## src/rtl/cp0.sv

```systemverilog
// cp0: coprocessor-0 status/cause/EPC/PRId registers with interrupt request generation
module cp0 #(
    parameter logic [31:0] PRID = 32'h0000_1220
) (
    input  logic        clk,
    input  logic        reset,
    input  logic [4:0]  A1,
    input  logic [4:0]  A2,
    input  logic [31:0] DIn,
    input  logic        We,
    input  logic [29:0] PC,
    input  logic [5:0]  HWInt,
    input  logic        EXLClr,
    output logic        IntReq,
    output logic [29:0] EPC,
    output logic [31:0] DOut
);
    logic [5:0]  im;
    logic        exl;
    logic        ie;
    logic [5:0]  ip;
    logic [4:0]  exccode;
    logic [29:0] epc;

    assign IntReq = (|(HWInt & im)) & ie & ~exl;
    assign EPC    = epc;

    // register file update: an interrupt entry pre-empts any write, EXLClr beats a written EXL bit
    always_ff @(posedge clk or negedge reset) begin
        if (!reset) begin
            im      <= 6'b0;
            exl     <= 1'b0;
            ie      <= 1'b0;
            ip      <= 6'b0;
            exccode <= 5'b0;
            epc     <= 30'b0;
        end else begin
            ip <= HWInt;
            if (IntReq) begin
                exl     <= 1'b1;
                epc     <= PC;
                exccode <= 5'd0;
            end else begin
                if (We && A2 == 5'd12) begin
                    im  <= DIn[15:10];
                    ie  <= DIn[0];
                    exl <= EXLClr ? 1'b0 : DIn[1];
                end else if (EXLClr) begin
                    exl <= 1'b0;
                end
                if (We && A2 == 5'd14)
                    epc <= DIn[31:2];
            end
        end
    end

    // mfc0 read mux: SR, Cause, EPC, PRId, zero elsewhere
    always_comb begin
        DOut = A1 == 5'd12 ? {16'b0, im, 8'b0, exl, ie} :
               A1 == 5'd13 ? {16'b0, ip, 3'b0, exccode, 2'b0} :
               A1 == 5'd14 ? {epc, 2'b00} :
               A1 == 5'd15 ? PRID : 32'b0;
    end
endmodule

```

## config.mk

```make
export PLATFORM = sky130hd
export DESIGN_NAME = cp0
export DESIGN_NICKNAME = d
export VERILOG_FILES = /design/src/rtl/cp0.sv
export SDC_FILE = /design/constraint.sdc
export NUM_CORES = 1
export LEC_CHECK = 0
export ABC_AREA = 1
export BUFFER_PORTS_ARGS = -buffer_cell sky130_fd_sc_hd__buf_2
export CAP_MARGIN = 20
export CORE_ASPECT_RATIO = 1.5
export CORE_UTILIZATION = 46
export CTS_CLUSTER_SIZE = 16
export DETAILED_ROUTE_END_ITERATION = 7
export PLACE_DENSITY = 0.82
export SLEW_MARGIN = 20
export SYNTH_ARGS = -nofsm -noshare
export SYNTH_HDL_FRONTEND = slang
export SYNTH_SLANG_ARGS = --single-unit
```

## constraint.sdc

```tcl
create_clock -name clk -period 1.9 [get_ports clk]
set_input_delay 0.57 -clock clk [delete_from_list [all_inputs] [get_ports clk]]
set_output_delay 0.57 -clock clk [all_outputs]
set_load 0.02 [all_outputs]
```

==> impl_metrics.py <==
metrics = {
    "grt": {
        "grt_pass1_vias": 3105,
        "grt_max_degree": 70,
        "antenna_found_initial": 0,
        "grt_overflow": 0,
        "grt_use_total": 0.286,
        "grt_first_pass_wirelength_um": 14300,
    },
    "sta": {
        "holdWs_ns": 0.228,
        "rsz0062_at_grt": "true",
        "max_freq_mhz": 460,
        "finalSetupViolations": 32,
        "slew_headroom": 0.682,
        "min_period_over_period": 1.14,
        "setup_ws_ns": -0.272,
        "maxSlewViolCount": 0,
        "hold_viol": 0,
        "final.setup_skew_ns": 0.00382,
        "finalCriticalPeriod_ns": 2.17,
        "tightest_slew_ns": 0.477,
    },
    "critical_path": {
        "path_buf_inv": 5,
        "cp_max_fo": 9,
        "crit_chain": "buf_8, inv_4, nor2_4, nand3_4, nor2_4, inv_4, buf_12, nor2_2, buf_6",
        "slowest_delay_ns": 0.17,
        "crit_slowest_cell": "nor2_4",
        "critical_path_class": "in -> out",
        "crit_family": "simple AND/OR/NAND/NOR gates",
        "startpoint_type": "primary input",
        "endpoint_kind": "output port",
        "worstPathArrival_ns": 1.60,
        "worstPathRequired_ns": 1.33,
    },
    "synth": {
        "synth_adder_area_share": 0,
        "synth_edf_count": 0,
        "synth_top_area_frac": 0.392,
        "synthFlopType": "dfrtp_1",
        "yosys_warnings": 0,
        "synth_xor_area_frac": 0,
        "ys_top_cells_by_count": "132 x nand2_1, 109 x nand3_1, 62 x inv_1",
        "yosys-top-cells-area": "dfrtp_1 39%, nand3_1 19%, nand2_1 18%",
        "synth_top_family_by_area": "simple AND/OR/NAND/NOR gates",
        "synth_compound_area_frac": 0.00624,
        "ys_ff_latch": 44,
        "postSynth.asyncResetShare": 1.00,
        "syn_avg_cell_area_um2": 6.75,
        "synth_cell_types": 17,
        "synth-simple-area-share": 0.453,
        "synth_cells": 416,
        "synth_nets": 498,
        "netlist_area_um2": 2810,
        "synth.most_common_cell": "nand2_1",
        "synthMuxAreaShare": 0,
        "ys_seq_area_frac": 0.392,
        "synth_area_leader_cell": "dfrtp_1",
    },
    "clocking": {
        "cts_root_buffer": "clkbuf_8",
        "cts_sinks": 44,
        "cts_hold_buf": 0,
        "htree_levels": 2,
        "cts_tree": "done",
        "clk_pin_slew_ns": 0.08,
        "cts_inserted_buffers": 5,
        "cts_buffer_depth": 2,
        "worstSkewPairLatency_ns": 0.29,
    },
    "detailed_routing": {
        "routedWlPerCell_um": 14.8,
        "drtIter0Drc": 295,
        "antenna_left": 0,
        "drt_pre_antenna_iters": 5,
        "dr_total_vias": 3295,
        "viasPerCell": 5.15,
        "drc": 0,
        "routed_wl_um": 9460,
    },
    "flow_run": {
        "drv_cap": 0,
    },
    "outcome": {
        "outcome": "finished with violations",
        "violations": "setup timing",
    },
    "pwr": {
        "power_density_nw_per_um2": 1050,
        "static-leakage-power_nw": 2.48,
        "total_power_mw": 4.43,
        "ir_worst_vdd_v": 0.000634,
    },
    "final_layout": {
        "fin_util": 0.724,
        "diodes": 0,
        "area_growth_syn_to_layout_pct": 50.2,
        "nets": 649,
        "instances_no_fill": 640,
        "drive_gt1_frac": 0.405,
    },
    "floorplan": {
        "start_util": 0.482,
        "coreArea_um2": 5830,
        "ios": 145,
        "die_y_um": 97.7,
        "dieArea_um2": 6430,
        "die_w_um": 65.8,
        "fp-row-count": 34,
    },
    "placed_design": {
        "io_buffers": 144,
        "post-place-ws_ns": -0.255,
        "gp_congestion": 0.839,
        "dpl.hpwl_um": 6020,
        "post-place-cells": 625,
    },
    "min_path": {
        "hold_path.class": "in -> async",
    },
}
layer usage:
| metal | vias to the layer above | GRT usage | part of all wire |
|---|---|---|---|
| met5 | - | 0 | 0 |
| met4 | 0 | 0.139 | 0.047 |
| met3 | 31 | 0.0528 | 0.066 |
| met2 | 166 | 0.521 | 0.54 |
| li1 | 1587 | - | - |
| met1 | 1511 | 0.301 | 0.34 |
per-stage QoR:
step           cell area, µm²  TNS, ns
6_report                 4220    -6.48
2_1_floorplan            2870   -0.631
4_1_cts                  3980    -4.51
5_1_grt                  4220    -7.83
3_3_place_gp             3680    -4.08
3_5_place_dp             3680    -5.25
layout make-up:
| class | count | area, µm² |
|---|---|---|
| timing repair buffer | 168 | 1150 |
| sequential | 44 | 1100 |
| multi-input combinational | 285 | 1520 |
| inverter | 63 | 244 |
| tap | 72 | 90.1 |
| clock buffer | 6 | 72.6 |
| clock inverter | 2 | 35.0 |
| fill | 467 | 1610 |
path summary, 6_finish.rpt:
path                                            to              start  slack, ns  cells past startpoint
max in group asynchronous       EPC[1]$_DFFE_PN0P_              reset       1.18                      2
worst max register to register   im[5]$_DFFE_PN0P_  im[1]$_DFFE_PN0P_       0.32                     10
worst max-delay path                      DOut[24]              A1[2]      -0.27                      9
min in group clk                   ip[5]$_DFF_PN0_           HWInt[5]       0.40                      1
worst min register to register      ie$_DFFE_PN0P_     ie$_DFFE_PN0P_       0.49                      2
worst min-delay path            EPC[5]$_DFFE_PN0P_              reset       0.23                      1
kinds of logic (layout without fill, tap and decap cells):
logic type	Yosys count	after routing
buffers and inverters	87	239
AO/OA/AOI/OAI	3	3
flip-flops	44	44
AND/OR/NAND/NOR	282	282
sequential cells by signal, indices dropped and copies added (netlist names):
register / cells
im: 6
EPC: 30
exl: 1
ip: 6
ie: 1
power by group:
group	total, mW	internal (mW)	switching, mW
registers	1.64	1.30	0.341
clock network	0.706	0.391	0.316
logic	2.08	0.729	1.36
total	4.43	2.42	2.01
what timing repair did:
item | CTS | global route
pin swaps | 9 | 14
endpoints found under the setup margin | 31 | 33
gates resized for setup | 59 | 49
buffers inserted | 1 | 6
layout by cell type (no fill, tap or decap), types with 4 or more instances in the layout:
| master | Yosys | layout |
|---|---|---|
| buf_2 | 12 | 109 |
| buf_6 | 8 | 28 |
| dfrtp_1 | 44 | 44 |
| buf_4 | 4 | 26 |
| nand2_1 | 132 | 125 |
| clkbuf_8 | 0 | 5 |
| nor2_2 | 2 | 13 |
| buf_12 | 0 | 4 |
| nand3_1 | 109 | 103 |
| nor2_4 | 3 | 20 |
| nand2_4 | 2 | 6 |
| nand3_2 | 1 | 6 |
| inv_1 | 62 | 60 |
(Power assumes the default switching activity.)
